**src/rtl/tick_mon_pkg.sv**
```systemverilog
// Shared widths, FSM encoding and helpers for the tick monitor.
package tick_mon_pkg;

    localparam int CNT_W  = 32;
    localparam int FCNT_W = 8;
    localparam int MISS_W = 4;

    typedef enum logic [1:0] {
        ST_IDLE = 2'd0,
        ST_RUN  = 2'd1,
        ST_DEAD = 2'd2
    } tick_state_e;

    // Increment that sticks at all-ones instead of wrapping.
    function automatic logic [CNT_W-1:0] sat_inc(input logic [CNT_W-1:0] v);
        return (v == '1) ? v : v + CNT_W'(1);
    endfunction

endpackage

```
**src/rtl/tick_sat_cnt.sv**
```systemverilog
// Saturating up-counter with synchronous clear (clear wins over increment).
module tick_sat_cnt #(
    parameter int W = 8
) (
    input  logic         clk,
    input  logic         rst_n,
    input  logic         clr,
    input  logic         inc,
    output logic [W-1:0] q
);

    logic [W-1:0] q_q;
    logic [W-1:0] q_d;

    always_comb begin
        q_d = q_q;
        if (clr) begin
            q_d = '0;
        end else if (inc && (q_q != '1)) begin
            q_d = q_q + W'(1);
        end
    end

    always_ff @(posedge clk or negedge rst_n) begin
        if (!rst_n) begin
            q_q <= '0;
        end else begin
            q_q <= q_d;
        end
    end

    assign q = q_q;

endmodule

```
**src/rtl/tick_monitor.sv**
```systemverilog
// Tick period monitor: measures tick interval, flags early/late ticks, drops alive on loss.
// Define TICK_MON_STATS_EN to add period_min/period_max outputs.
module tick_monitor
    import tick_mon_pkg::*;
#(
    parameter int unsigned PERIOD_NOM = 100001,
    parameter int unsigned PERIOD_TOL = 500,
    parameter int unsigned MISS_LIMIT = 3
) (
    input  logic              clk,
    input  logic              rst_n,
    input  logic              tick_in,
    input  logic              clear_fault,
    output logic [CNT_W-1:0]  period_out,
    output logic              period_valid,
    output logic              early_err,
    output logic              late_err,
    output logic [FCNT_W-1:0] fault_cnt,
    output logic              alive
`ifdef TICK_MON_STATS_EN
    ,
    output logic [CNT_W-1:0]  period_min,
    output logic [CNT_W-1:0]  period_max
`endif
);

    localparam logic [CNT_W-1:0]  EARLY_TH   = CNT_W'(PERIOD_NOM - PERIOD_TOL);
    localparam logic [CNT_W-1:0]  WIN_LAST   = CNT_W'(PERIOD_NOM + PERIOD_TOL - 1);
    localparam logic [CNT_W-1:0]  WIN_RELOAD = CNT_W'(PERIOD_TOL);
    localparam logic [MISS_W-1:0] MISS_LAST  = MISS_W'(MISS_LIMIT - 1);

    tick_state_e       state_q, state_d;
    logic [CNT_W-1:0]  wcnt_q, wcnt_d;
    logic [MISS_W-1:0] miss_q, miss_d;
    logic [CNT_W-1:0]  period_q, period_d;
    logic              pv_q, pv_d;
    logic              early_q, early_d;
    logic              late_q, late_d;
    logic              alive_q, alive_d;

    logic [CNT_W-1:0]  cnt_q;
    logic [CNT_W-1:0]  meas;

    // cnt restarts on every tick and on clear; it keeps counting in every state.
    tick_sat_cnt #(.W(CNT_W)) u_cnt (
        .clk   (clk),
        .rst_n (rst_n),
        .clr   (tick_in | clear_fault),
        .inc   (1'b1),
        .q     (cnt_q)
    );

    tick_sat_cnt #(.W(FCNT_W)) u_fault_cnt (
        .clk   (clk),
        .rst_n (rst_n),
        .clr   (clear_fault),
        .inc   (early_d | late_d),
        .q     (fault_cnt)
    );

    assign meas = sat_inc(cnt_q);

    always_comb begin
        state_d  = state_q;
        wcnt_d   = wcnt_q;
        miss_d   = miss_q;
        period_d = period_q;
        pv_d     = 1'b0;
        early_d  = 1'b0;
        late_d   = 1'b0;

        if (clear_fault) begin
            state_d = ST_IDLE;
            wcnt_d  = '0;
            miss_d  = '0;
        end else begin
            case (state_q)
                ST_IDLE: begin
                    if (tick_in) begin
                        state_d = ST_RUN;
                        wcnt_d  = '0;
                        miss_d  = '0;
                    end
                end
                ST_RUN: begin
                    if (tick_in) begin
                        period_d = meas;
                        pv_d     = 1'b1;
                        // A tick that closes a missed window is late, never early.
                        early_d  = (miss_q == '0) && (meas < EARLY_TH);
                        wcnt_d   = '0;
                        miss_d   = '0;
                    end else if (wcnt_q == WIN_LAST) begin
                        late_d = 1'b1;
                        wcnt_d = WIN_RELOAD;
                        miss_d = miss_q + MISS_W'(1);
                        if (miss_q == MISS_LAST) begin
                            state_d = ST_DEAD;
                        end
                    end else begin
                        wcnt_d = wcnt_q + CNT_W'(1);
                    end
                end
                ST_DEAD: begin
                    if (tick_in) begin
                        period_d = meas;
                        pv_d     = 1'b1;
                        state_d  = ST_RUN;
                        wcnt_d   = '0;
                        miss_d   = '0;
                    end
                end
                default: begin
                    state_d = ST_IDLE;
                end
            endcase
        end

        alive_d = (state_d == ST_RUN);
    end

    always_ff @(posedge clk or negedge rst_n) begin
        if (!rst_n) begin
            state_q  <= ST_IDLE;
            wcnt_q   <= '0;
            miss_q   <= '0;
            period_q <= '0;
            pv_q     <= 1'b0;
            early_q  <= 1'b0;
            late_q   <= 1'b0;
            alive_q  <= 1'b0;
        end else begin
            state_q  <= state_d;
            wcnt_q   <= wcnt_d;
            miss_q   <= miss_d;
            period_q <= period_d;
            pv_q     <= pv_d;
            early_q  <= early_d;
            late_q   <= late_d;
            alive_q  <= alive_d;
        end
    end

    assign period_out   = period_q;
    assign period_valid = pv_q;
    assign early_err    = early_q;
    assign late_err     = late_q;
    assign alive        = alive_q;

`ifdef TICK_MON_STATS_EN
    logic [CNT_W-1:0] min_q, min_d;
    logic [CNT_W-1:0] max_q, max_d;

    // Only in-service periods are tracked; the gap that ends DEAD is not.
    always_comb begin
        min_d = min_q;
        max_d = max_q;
        if (clear_fault) begin
            min_d = '1;
            max_d = '0;
        end else if ((state_q == ST_RUN) && tick_in) begin
            if (meas < min_q) min_d = meas;
            if (meas > max_q) max_d = meas;
        end
    end

    always_ff @(posedge clk or negedge rst_n) begin
        if (!rst_n) begin
            min_q <= '1;
            max_q <= '0;
        end else begin
            min_q <= min_d;
            max_q <= max_d;
        end
    end

    assign period_min = min_q;
    assign period_max = max_q;
`endif

endmodule

```
**config.mk**
```make
export PLATFORM = sky130hd
export DESIGN_NAME = tick_monitor
export DESIGN_NICKNAME = d
export VERILOG_FILES = /design/src/rtl/tick_mon_pkg.sv /design/src/rtl/tick_sat_cnt.sv /design/src/rtl/tick_monitor.sv
export SDC_FILE = /design/constraint.sdc
export NUM_CORES = 1
export LEC_CHECK = 0
export CAP_MARGIN = 30
export CORE_ASPECT_RATIO = 2
export CORE_MARGIN = 2
export CORE_UTILIZATION = 45
export DETAILED_ROUTE_END_ITERATION = 8
export DONT_BUFFER_PORTS = 1
export HOLD_SLACK_MARGIN = 0.03
export SLEW_MARGIN = 20
export SYNTH_ARGS = -nofsm -noshare
export SYNTH_HDL_FRONTEND = slang
export SYNTH_SLANG_ARGS = --single-unit
```
**constraint.sdc**
```tcl
create_clock -name clk -period 3.3 [get_ports clk]
set_input_delay 0.33 -clock clk [delete_from_list [all_inputs] [get_ports clk]]
set_output_delay 0.33 -clock clk [all_outputs]
set_load 0.02 [all_outputs]
```
==> qor.csv <==
metric,value,unit
status,"complete, no violations",
fin_skew,0.00923,ns
fin_util,55.2,%
pin_count,48,
drc,0,
dp_hpwl,11.1,mm
combPwrFrac,3.9,%
internal_power,0.00269,W
num_antenna_cells,0,
cap_violations,0,
p_clk_share,54.4,%
start_util,45.8,%
period_share,97.8,%
regArea,2850,um^2
grt_pass1_vias,5320,
synth_commonest_cells,"dfrtp_1, nor2_1, nand2_1",
drt_wl_total,15.3,mm
cts.sinks,114,
grt-ovfl-total,0,
drt-initial-drc-count,310,
grt_pass1_wl,25.4,mm
tightest_slew,0.947,ns
cts_tree,built,
antenna_found_initial,0,
die_h,167,um
yosysTopAreaCell,dfrtp_1,
slew_headroom,36.2,%
cts_buffers,17,
final_max_slew_viol_count,0,
drive_gt1_share,16.3,%
syn_avg_cell_area,8.97,um^2
cp_data_arrival_time,3.52,ns
ys_ff_latch,114,
clk_latency,0.41,ns
synthFlopType,dfrtp_1,
final.setup.worst_slack,0.0715,ns
cp_max_fo,7,
ir_drop,0.413,mV
setup_violations,0,
path_clk_slew,0.06,ns
seq_area_frac_synth,47.9,%
synth_cell_type_count,56,
rsz0062_at_grt,true,
dieWidth,85.3,um
synth.cell_area,5950,um^2
hold_path.class,primary input to flip-flop,
numPortBuffers,0,
synthArstFlopShare,100,%
cts-root-buf,clkbuf_16,
yosysMostFrequentCell,dfrtp_1,
min_period,3.23,ns
die_area,14200,um^2
synth.area.top_cells,"dfrtp_1, nor2_1, o21ai_0, nand2_1, xnor2_1",
detail_route.wl_per_cell,17.5,um
place.gp.congestion,0.895,
fillers,1151,
hold_viol,0,
grt_use_total,22.7,%
row_count,59,
cp-start-kind,flip-flop,
cp-end-kind,flip-flop,
syn_nets,679,
switchingPower,0.000761,W
cp.required,3.59,ns
syn_inst,664,
p_leak,3.03,nW
clockBufferDepth,2,
grt_max_degree,115,
p_seq_share,41.8,%
syn2layout_area_growth,20.5,%
ant_nets,0,
synth_top_area_share,47.9,%
vias,5045,
post-place-ws,0.0323,ns
yosysWarningCount,0,
synth_edf_count,0,
cts.htree.levels,4,
multi_input_area,3000,um^2
crit_type,flip-flop to flip-flop,
fmax,0.310,GHz
via_per_inst,5.75,
final_net_count,729,
powerDensity,481,nW/um^2
swShare,22.1,%
core,13000,um^2
dr.pass1.iters,7,
-- cell families (layout without fill, tap and decap cells) --
kind of cell	after synthesis	count (layout)	share of synthesized area (%)
and+or+nand+nor	319	319	26.8
AOI/OAI and AO/OA	123	123	12.1
DFF	114	114	47.9
buffers and inverters	47	109	3.32
xor gates and xnor gates	45	45	6.75
adders and majority gates	11	11	2.31
muxes	5	5	0.862
-- path summary, 6_finish.rpt --
kind | from | cells after the start | end | slack, ns
max reg2reg | u_cnt.q[0] | 11 | u_fault_cnt.q[5] | 0.07
max | u_cnt.q[0] | 11 | u_fault_cnt.q[5] | 0.07
min | clear_fault | 2 | u_fault_cnt.q[5] | 0.16
min reg2reg | wcnt_q[16] | 1 | wcnt_q[16] | 0.51
min in group asynchronous | rst_n | 2 | period_out[2] | 0.49
max in group asynchronous | rst_n | 2 | wcnt_q[10] | 2.30
-- what timing repair did --
action                                  in CTS  in global routing
endpoints found under the setup margin       0                  8
gates resized for setup                      0                 13
hold buffers                                 3                  0
endpoints found under the hold margin      124                  0
setup buffers                                0                  1
-- critical path, cell delays in order (launching register included) --
cell      delay (ns)
dfrtp_1         0.39
ha_4            0.17
nand4_4         0.11
or4_4           0.55
nor4_4          0.27
xnor2_2         0.15
o21ai_1         0.08
nand4b_1        0.26
o41ai_4         0.46
nand2_2         0.16
nor3_2          0.18
mux2_1          0.33
-- placed cells by master, fill, tap and decap left out, drive strengths merged, types with 6 or more instances in the layout --
cell type,count
nor2b,6
clkbuf,21
a21oi,19
nand2,75
ha,11
dfrtp,114
xor2,21
or2,9
o31ai,6
nor3,22
nor2,95
and3,13
o21ai,72
or3,7
inv,21
nand4,20
buf,55
a31oi,6
nor4,14
xnor2,24
nand3,36
-- state kept, by name (all words and copies together) (netlist names) --
name / flops
u_cnt.q: 32
early_err: 1
period_out: 32
miss_q: 4
period_valid: 1
wcnt_q: 32
late_err: 1
alive: 1
state_q: 2
u_fault_cnt.q: 8
-- final cells by class --
type                            count  share of cell area, %
Timing Repair Buffer               57                   6.31
Inverter                           21                   1.10
Multi-Input combinational cell    503                   41.8
Clock buffer                       21                   6.56
Tap cell                          152                   2.65
Clock inverter                     10                   1.85
Sequential cell                   114                   39.8
-- stage by stage --
stage	cells	total power, W	area, um^2	setup TNS (ns)	hold slack (ns)
after global routing	878	0.00356	7170	-0.323	0.183
after CTS	877	0.00348	7110	0	0.155
final	878	0.00345	7170	0	0.157
after floorplan	664	0.00154	5980	0	0.0344
after global placement	843	0.00156	6450	0	0.0376
after detailed placement	843	0.00156	6450	0	0.0370
-- layer usage --
metal | share of wire, % | up-vias | track usage, %
met3 | 2.4 | 39 | 4.41
met2 | 60 | 110 | 44.4
li1 | - | 2430 | -
met4 | 2.9 | 0 | 10.5
met1 | 35 | 2466 | 21.6
met5 | 0 | - | 0
-- power by group through the flow --
| stage | clock (W) | combinational, W | sequential [W] |
|---|---|---|---|
| final | 0.00188 | 0.000133 | 0.00144 |
| after global routing | 0.00197 | 0.000153 | 0.00144 |
| after CTS | 0.00190 | 0.000135 | 0.00144 |
| after detailed placement | 0 | 0.0000982 | 0.00147 |
| after global placement | 0 | 0.0000954 | 0.00146 |
| after floorplan | 0 | 0.0000734 | 0.00146 |
(Power assumes the default switching activity.)
